<file path="src/rtl/quiz_round.sv">
// Purpose: quiz-show round controller: arm, countdown, buzzer lock-out, verdict scoring.
// Latency: every input event is acted on at the next rising clk edge; outputs are registered.
// Backpressure: none; edges arriving in states that do not use them are dropped.
module quiz_round #(
  parameter int TICK_CYCLES = 100000000
) (
  input  logic       clk,
  input  logic       rst,
  input  logic       is_set_over,
  input  logic [5:0] num_people,
  input  logic [5:0] count_seconds,
  input  logic [5:0] corrcet_point,
  input  logic [5:0] mistake_point,
  input  logic       start_btn,
  input  logic [3:0] player_btn,
  input  logic       judge_right,
  input  logic       judge_wrong,
  output logic [2:0] round_state,
  output logic [2:0] winner_id,
  output logic [5:0] time_left,
  output logic       timeout_pulse,
  output logic [7:0] score0,
  output logic [7:0] score1,
  output logic [7:0] score2,
  output logic [7:0] score3
);

  typedef enum logic [2:0] {
    IDLE   = 3'd0,
    READY  = 3'd1,
    ARMED  = 3'd2,
    ANSWER = 3'd3,
    SCORE  = 3'd4
  } state_t;

  // Configuration snapshot taken when leaving IDLE.
  typedef struct packed {
    logic [5:0] num;
    logic [5:0] secs;
    logic [5:0] cp;
    logic [5:0] mp;
  } cfg_t;

  localparam int PW = (TICK_CYCLES > 1) ? $clog2(TICK_CYCLES) : 1;
  localparam logic [PW-1:0] PRESC_LAST = PW'(TICK_CYCLES - 1);

  state_t        state;
  cfg_t          cfg;
  logic [PW-1:0] presc;
  logic [7:0]    scores [4];

  logic       start_q, right_q, wrong_q;
  logic [3:0] player_q;
  logic       start_edge, right_edge, wrong_edge;
  logic [3:0] player_edge;
  logic [3:0] eligible;
  logic [2:0] buzz_id;
  logic [1:0] widx;
  logic [8:0] add9, sub9;

  assign start_edge  = start_btn & ~start_q;
  assign right_edge  = judge_right & ~right_q;
  assign wrong_edge  = judge_wrong & ~wrong_q;
  assign player_edge = player_btn & ~player_q;

  // Only players seated in this configuration may buzz; lowest index wins ties.
  always_comb begin
    eligible = 4'b0000;
    buzz_id  = 3'd0;
    for (int i = 0; i < 4; i++) begin
      eligible[i] = player_edge[i] && (cfg.num > 6'(i));
    end
    for (int i = 3; i >= 0; i--) begin
      if (eligible[i]) buzz_id = 3'(i + 1);
    end
  end

  // 9-bit add/subtract on the locked player's score so carry/borrow drive saturation.
  assign widx = 2'(winner_id - 3'd1);
  assign add9 = {1'b0, scores[widx]} + {3'b000, cfg.cp};
  assign sub9 = {1'b0, scores[widx]} - {3'b000, cfg.mp};

  assign round_state = state;
  assign score0 = scores[0];
  assign score1 = scores[1];
  assign score2 = scores[2];
  assign score3 = scores[3];

  // Edge-detect history for the debounced level buttons.
  always_ff @(posedge clk) begin
    if (rst) begin
      start_q  <= 1'b0;
      right_q  <= 1'b0;
      wrong_q  <= 1'b0;
      player_q <= 4'b0000;
    end else begin
      start_q  <= start_btn;
      right_q  <= judge_right;
      wrong_q  <= judge_wrong;
      player_q <= player_btn;
    end
  end

  // Round state machine with countdown, buzzer lock and score update.
  always_ff @(posedge clk) begin
    if (rst) begin
      state         <= IDLE;
      cfg           <= '0;
      presc         <= '0;
      winner_id     <= 3'd0;
      time_left     <= 6'd0;
      timeout_pulse <= 1'b0;
      for (int i = 0; i < 4; i++) scores[i] <= 8'd0;
    end else begin
      timeout_pulse <= 1'b0;
      if (state != IDLE && !is_set_over) begin
        // Configuration withdrawn: abandon the round, keep scores and clock.
        state     <= IDLE;
        winner_id <= 3'd0;
      end else begin
        case (state)
          IDLE: begin
            if (is_set_over) begin
              cfg   <= '{num: num_people, secs: count_seconds,
                         cp: corrcet_point, mp: mistake_point};
              for (int i = 0; i < 4; i++) scores[i] <= 8'd0;
              state <= READY;
            end
          end
          READY: begin
            if (start_edge) begin
              time_left <= cfg.secs;
              presc     <= '0;
              state     <= ARMED;
            end
          end
          ARMED: begin
            if (buzz_id != 3'd0) begin
              // A buzz beats a coincident final tick; the countdown freezes.
              winner_id <= buzz_id;
              state     <= ANSWER;
            end else if (presc == PRESC_LAST) begin
              presc <= '0;
              if (time_left <= 6'd1) begin
                time_left     <= 6'd0;
                timeout_pulse <= 1'b1;
                state         <= READY;
              end else begin
                time_left <= time_left - 6'd1;
              end
            end else begin
              presc <= presc + 1'b1;
            end
          end
          ANSWER: begin
            // Simultaneous verdicts are contradictory and are ignored.
            if (right_edge && !wrong_edge) begin
              scores[widx] <= add9[8] ? 8'd255 : add9[7:0];
              state        <= SCORE;
            end else if (wrong_edge && !right_edge) begin
              scores[widx] <= sub9[8] ? 8'd0 : sub9[7:0];
              state        <= SCORE;
            end
          end
          SCORE: begin
            winner_id <= 3'd0;
            state     <= READY;
          end
          default: state <= IDLE;
        endcase
      end
    end
  end

endmodule
</file>
<file path="config.mk">
export PLATFORM = sky130hd
export DESIGN_NAME = quiz_round
export DESIGN_NICKNAME = d
export VERILOG_FILES = /design/src/rtl/quiz_round.sv
export SDC_FILE = /design/constraint.sdc
export NUM_CORES = 1
export LEC_CHECK = 0
export ABC_AREA = 1
export CORE_MARGIN = 3
export CORE_UTILIZATION = 60
export DETAILED_ROUTE_END_ITERATION = 8
export HOLD_SLACK_MARGIN = 0.15
export PLACE_DENSITY = 0.95
export SLEW_MARGIN = 20
export SYNTH_ARGS = -nofsm -noshare
export SYNTH_HDL_FRONTEND = slang
export SYNTH_SLANG_ARGS = --single-unit
</file>
<file path="constraint.sdc">
create_clock -name clk -period 8.8 [get_ports clk]
set_input_delay 2.2 -clock clk [delete_from_list [all_inputs] [get_ports clk]]
set_output_delay 2.2 -clock clk [all_outputs]
set_load 0.01 [all_outputs]
</file>
# Word-level counts from Yosys, hierarchy flattened
# Memory sizes are Yosys's and may differ from the RTL's.
# Cells that the tools add are included.
# totals
ram_bits,32
memories,1
register_bits,71
out_inout_bits,45
# op_classes
eq_ne,13
magnitude_cmp,5
n_reduce_logical,23
mux,52
bitwise_logic,16
add_sub_neg,5
# memory_table
memory,words,word_bits,rd,rd_clocked_by_memory_dff,wr,line_no,rtl
scores,4,8,5,0,4,50,logic [7:0] scores [4];
# ops
operator,n
$mux 27,3
$mux 8,8
$pmux 27 s2,1
$mux 3,12
$add 27x1->27 const B,1
$eq 27x27->1 const B,1
$mux 6,4
$mux 1,20
$pmux 3 s5,1
$gt 6x1->1 const B,2
$gt 6x2->1 const B,2
$pmux 6 s2,1
$ne 2x2->1 const B,5
$reduce_and 5->1,2
$add 8x6->9,1
$ne 3x3->1 const B,3
$sub 8x6->9,1
$reduce_or 8->1,1
$logic_and 1x1->1,7
$eq 3x2->1 const B,2
$le 6x1->1 const B,1
$not 1->1,6
$pmux 3 s2,1
$reduce_bool 3->1,2
other kinds (17),26

# Logic depth before layout (Yosys ltp)
# Gate-level depths: netlist (run 1).
# logic_depth
ltp_word,13
ltp_mapped,20
depth_no_buf,19

# Worst setup path before layout (run 1)
# OpenSTA, ideal clock, no wires.
# synth_timing
path_type,input-to-reg
from,in is_set_over
to,mem scores[0][0] (enable)
required_ps,8471
arrival_time_ps,3306
stages,7
path_slack_ps,5165
path_cell_list,clkbuf_1 > a21oi_2 > nor2_4 > nand3_4 > nand2_1 > nand2_1 > nand2_1
# synth_rtl
item,line_no,rtl
"start, declared",9,"input logic is_set_over,"
"end, declared",50,

==> impl_metrics.py, run 1 <==
metrics = {
    "synth": {
        "synth_ff_type": "dfxtp_1",
        "postSynth.asyncResetShare_pct": 0,
        "synth-seq-cells": 103,
        "synthesis.nets": 932,
        "ys_types": 39,
        "ys_seq_area_share_pct": 39.5,
        "syn_area_per_cell_um2": 6.90,
        "synth_area_um2": 6030,
        "synth-edff-count": 32,
        "netlist_instances": 875,
        "yosysWarnings": 0,
    },
    "worst_setup_path": {
        "worstPathArrival_ns": 4.43,
        "worstSetupEndpointType": "register",
        "crit_family": "simple AND/OR/NAND/NOR gates",
        "worst_setup_path_start_kind": "primary input",
        "path_cells": "clkdlybuf4s50_1, nand2_1, nand2_1, inv_1, nand2_1",
        "critPathMaxFanout": 36,
        "slowest_stage": "clkdlybuf4s50_1",
        "cp.buffers_inverters": 2,
        "required_ns": 8.85,
        "criticalPathCategory": "in -> reg",
        "cp_slowest_stage_delay_ns": 0.81,
        "crit_top_cell": "nand2_1",
    },
    "sta": {
        "fin_setup_tns_ns": 0,
        "fin_skew_ns": 0.00809,
        "setup_viol": 0,
        "fin_crit_sh_pct": 49.8,
        "slew_violations": 0,
        "relSlewSlack_pct": 31.9,
        "fin_crit_ns": 4.39,
        "hold_violations": 0,
        "timing.fmax_ghz": 0.228,
        "worst_pin_slew_ns": 1.02,
        "rsz0062_at_grt": "false",
    },
    "hold_path": {
        "min_path_type": "reg -> reg",
    },
    "drt": {
        "avgViaCountPerCell": 5.53,
        "drtIter0Drc": 545,
        "ant_nets": 0,
        "vias": 5947,
        "drc": 0,
        "drt-total-wl_um": 15700,
        "drtPass1Iterations": 5,
        "wl_per_cell_um": 14.6,
    },
    "layout": {
        "final_cell_mix": "nand2_1, nor2_1, inv_1",
        "final_common_cell": "nand2_1",
        "antenna_cells": 0,
        "seqCellArea_um2": 2380,
        "multi_input_area_um2": 3160,
        "nFillCells": 705,
        "syn2layout_area_growth_pct": 17.6,
        "nets": 998,
        "drive_above_1_share_pct": 5.50,
    },
    "clock_tree": {
        "ctsResizeCount": 0,
        "post_cts_buffers": 0,
        "cts_sinks": 103,
        "cts_buffers": 9,
        "cts_tree": "done",
        "htreeDepth": 3,
        "insertion_delay_ns": 0.37,
        "clk_pin_slew_ns": 0.10,
        "clockRootBuffer": "clkbuf_8",
        "hold_buffers": 0,
        "clock_path_buffers": 2,
    },
    "placement": {
        "dp_hpwl_um": 11300,
        "numPortBuffers": 78,
        "routabilityCongestion": 0.981,
    },
    "pwr": {
        "pwr-share-clk_pct": 18.1,
        "p_per_area_nw_per_um2": 267,
        "internal-power_uw": 1080,
        "vdd_drop_max_uv": 215,
        "power_frac_comb_pct": 47.6,
        "power.share.sequential_pct": 34.3,
        "p_leak_uw": 0.00287,
        "netSwitchingFraction_pct": 43.1,
        "p_total_uw": 1890,
        "p_sw_uw": 815,
    },
    "floorplanning": {
        "start_util_pct": 63.5,
        "io_pins": 79,
        "die_w_um": 106,
        "placementRows": 35,
        "die_height_um": 106,
        "fp.coreArea_um2": 9500,
        "die_area_um2": 11300,
    },
    "global_route": {
        "antenna_found_initial": 0,
        "grt-ovfl-total": 0,
        "grt_max_degree": 44,
        "grt_use_total_pct": 28.1,
        "grt_pass1_wl_um": 25700,
        "first_global_vias": 5472,
    },
    "status": {
        "status": "complete, no violations",
    },
    "job": {
        "maxCapViolations": 0,
    },
}
## final cells by class
| type | count | area share (%) |
|---|---|---|
| clock inverter | 7 | 1.50 |
| tap | 129 | 2.27 |
| multi-input combinational | 650 | 44.5 |
| inverter | 97 | 5.20 |
| clock buffer | 9 | 1.74 |
| sequential | 103 | 33.6 |
| timing repair buffer | 80 | 11.2 |
## worst min-delay path: cells and delay by family, from the launching register on
family	cells	cell delay (ns)
AOI/OAI and AO/OA	1	0.06
buffers and inverters	1	0.07
DFF	1	0.31
## Yosys cell counts (5+ instances only)
master      n  share of area, %
dfxtp_1    71                24
inv_1      88               5.5
nand4_1     6              0.62
nor2_1    143               8.9
a21oi_1    70               5.8
nand3_1    60               5.0
nor2_2      6              0.62
o21ai_0    31               2.6
o21ai_1     5              0.41
edfxtp_1   32                16
clkbuf_1   15              0.93
inv_2       8              0.50
o22ai_1    11               1.1
or2_2       6              0.62
ha_1       21               4.4
buf_2       5              0.41
xor2_1     13               1.9
nand2_1   242                15
xnor2_1     5              0.73
## sequential cells by signal, summed over array words and instances (netlist names)
register and count:
scores 32, presc 27, cfg 24, time_left 6, player_q 4, round_state 3
winner_id 3, right_q 1, start_q 1, timeout_pulse 1, wrong_q 1
## kinds of logic after synthesis
logic type | synth area share, %
adders and majority gates | 5.02
DFF | 39.5
buffers and inverters | 8.15
xor gates and xnor gates | 2.61
and+or+nand+nor | 33.8
AOI/OAI and AO/OA | 10.9
## power by group through the flow
stage / Combinational (uW) / Clock [uW] / Sequential, uW
after floorplan: 624 / 0 / 662
after global placement: 847 / 0 / 656
after detailed placement: 877 / 0 / 657
after CTS: 888 / 342 / 647
after global routing: 999 / 360 / 658
final: 902 / 343 / 649
## through the flow
step | hold WS [ns] | cell area, um^2 | std cells | setup WS [ns] | util (%)
final | 0.474 | 7100 | 1075 | 4.41 | 74.7
after detailed placement | 0.454 | 6870 | 1059 | 3.99 | 72.3
after global routing | 0.488 | 7100 | 1075 | 4.21 | 74.7
after CTS | 0.469 | 7100 | 1075 | 4.42 | 74.7
after global placement | 0.452 | 6870 | 1059 | 4.13 | 72.3
after floorplan | 0.430 | 6030 | 875 | 5.17 | -
## metal layers
metal	vias to the layer above	routed length (um)	track usage, %
met2	308	7370	46.0
met1	2657	6450	36.9
met4	0	431	11.2
li1	2940	-	-
met3	42	1410	4.80
met5	-	0	0
## final timing paths
check	depth (start not counted)	slack (ns)	endpoint	start
max	5	4.41	scores[0][2]	is_set_over
min	2	0.47	cfg[2]	cfg[2]
max reg2reg	18	4.89	scores[2][7]	winner_id[0]
min reg2reg	2	0.47	cfg[2]	cfg[2]
(Power assumes the default switching activity.)
==> inputs of run 2 (changes only) <==
- CORE_UTILIZATION: 60 -> 56
- PLACE_DENSITY: 0.95 -> 0.91
- clock period: 8.8 -> 4.36 ns (I/O delays scaled with it)
==> run 2 against run 1 <==
Against the previous run: via count increased by 1.8%; utilization decreased by 6.5 points; combinational power rose by 110%; hold slack worse by 0.00061 ns; power increased by 99%; cell count grew 1.0%; sequential power increased by 100%; critical path type is now reg -> reg; largest power group unchanged.
==> impl_metrics.py, run 2 (synthesis results as in run 1) <==
metrics = {
    "global_route": {
        "grt_pass1_wl_um": 26900,
        "grt-ovfl-total": 0,
        "first_global_vias": 5747,
        "antenna_found_initial": 0,
        "grt_max_degree": 43,
        "grt_use_total_pct": 28.5,
    },
    "job": {
        "maxCapViolations": 0,
    },
    "clock_tree": {
        "clockRootBuffer": "clkbuf_8",
        "htreeDepth": 3,
        "ctsResizeCount": 0,
        "clock_path_buffers": 2,
        "hold_buffers": 0,
        "clk_pin_slew_ns": 0.11,
        "cts_sinks": 103,
        "cts_buffers": 9,
        "post_cts_buffers": 0,
        "cts_tree": "done",
        "insertion_delay_ns": 0.38,
    },
    "hold_path": {
        "min_path_type": "reg -> reg",
        "worstHoldStart": "cfg[13]",
        "min_to": "cfg[13]",
        "min_delay_path_depth": 2,
    },
    "layout": {
        "regMostFlops": "scores",
        "seqCellArea_um2": 2380,
        "syn2layout_area_growth_pct": 17.7,
        "final_area_um2": 7110,
        "largest_reg_flops": 32,
        "antenna_cells": 0,
        "nets": 1002,
        "nFillCells": 869,
        "reg.largest.list": "scores (32), presc (27), cfg (24)",
        "final_cell_mix": "nand2_1, nor2_1, inv_1",
        "drive_above_1_share_pct": 5.89,
        "final_common_cell": "nand2_1",
        "multi_input_area_um2": 3160,
    },
    "sta": {
        "fin_crit_sh_pct": 82.0,
        "relSlewSlack_pct": 62.5,
        "rsz0062_at_grt": "false",
        "worst_pin_slew_ns": 0.563,
        "fin_skew_ns": 0.0182,
        "setup_viol": 0,
        "layout_setup_ws_ns": 0.787,
        "hold_violations": 0,
        "slew_violations": 0,
        "fin_setup_tns_ns": 0,
        "timing.fmax_ghz": 0.280,
        "fin_crit_ns": 3.57,
    },
    "drt": {
        "avgViaCountPerCell": 5.57,
        "ant_nets": 0,
        "drc": 0,
        "vias": 6052,
        "drt-total-wl_um": 16200,
        "wl_per_cell_um": 14.9,
        "drtIter0Drc": 569,
        "drtPass1Iterations": 8,
    },
    "placement": {
        "pre_cts_slack_ns": 0.868,
        "postPlaceCellArea_um2": 6910,
        "numPortBuffers": 78,
        "routabilityCongestion": 1.02,
        "dp_hpwl_um": 11900,
    },
    "worst_setup_path": {
        "required_ns": 4.49,
        "rr_worst_depth": 18,
        "worstSetupEndpointType": "register",
        "worst_setup_path_start_kind": "register",
        "worstPathArrival_ns": 3.70,
        "critPathMaxFanout": 16,
        "r2r_slack_ns": 0.79,
        "r2r-start": "winner_id[0]",
        "criticalPathCategory": "reg -> reg",
        "r2r-end": "scores[3][6]",
    },
    "status": {
        "status": "complete, no violations",
    },
    "floorplanning": {
        "die_height_um": 110,
        "die_area_um2": 12100,
        "placementRows": 37,
        "io_pins": 79,
        "die_w_um": 110,
        "start_util_pct": 57.9,
        "fp.coreArea_um2": 10400,
    },
    "pwr": {
        "p_per_area_nw_per_um2": 531,
        "p_leak_uw": 0.00287,
        "p_total_uw": 3770,
        "vdd_drop_max_uv": 372,
    },
}
## run 2: per-stage QoR
step / hold WS, ns / cells / util, %
6_report: 0.473 / 1086 / 68.2
2_1_floorplan: 0.430 / 875 / -
3_3_place_gp: 0.449 / 1070 / 66.3
4_1_cts: 0.473 / 1086 / 68.2
3_5_place_dp: 0.456 / 1070 / 66.3
5_1_grt: 0.500 / 1086 / 68.2
## run 2: power breakdown
part / total (uW) / internal, uW / switching [uW] / leakage, uW
sequential: 1310 / 1170 / 139 / 0.000926
clock: 605 / 227 / 378 / 0.000102
combinational: 1850 / 662 / 1190 / 0.00184
total: 3770 / 2060 / 1710 / 0.00287
## run 2: how the worst max path moves through the flow
stage	slack (ns)	endpoint	cells after the start	start
2_1_floorplan	1.28	scores[0][6]	20	winner_id[0]
3_3_place_gp	0.85	scores[3][1]	8	is_set_over
3_5_place_dp	0.87	scores[3][1]	8	is_set_over
4_1_cts	0.92	scores[3][6]	18	winner_id[0]
5_1_grt	0.54	scores[2][6]	19	winner_id[0]
6_report	0.79	scores[3][6]	18	winner_id[0]
## run 2: per-layer routing
metal  GRT usage (%)  vias to the layer above  wire length [um]
li1                -                     2948                 -
met1            37.5                     2730              6820
met2            44.5                      314              7110
met3            7.28                       60              1750
met4            11.7                        0               498
met5               0                        -                 0
## run 2: cell type report
class	instances	area share, %
multi-input combinational	650	44.5
sequential	103	33.5
timing repair buffer	84	11.6
inverter	97	5.19
tap	136	2.39
clock buffer	9	1.74
clock inverter	7	1.04
## run 2: worst max-delay path, stage by stage (launching register included)
cell and delay [ns]:
dfxtp_1 0.34, inv_1 0.33, ha_1 0.39, inv_1 0.25, o21ai_0 0.14, o22ai_1 0.29, ha_1 0.35, a21oi_1 0.21
inv_1 0.06, nand2_1 0.06, nand2_1 0.05, nor2_1 0.14, nand3_1 0.13, nand2_1 0.22, inv_2 0.08, nand2_1 0.06
nand2_1 0.06, inv_2 0.11, nor2_1 0.05
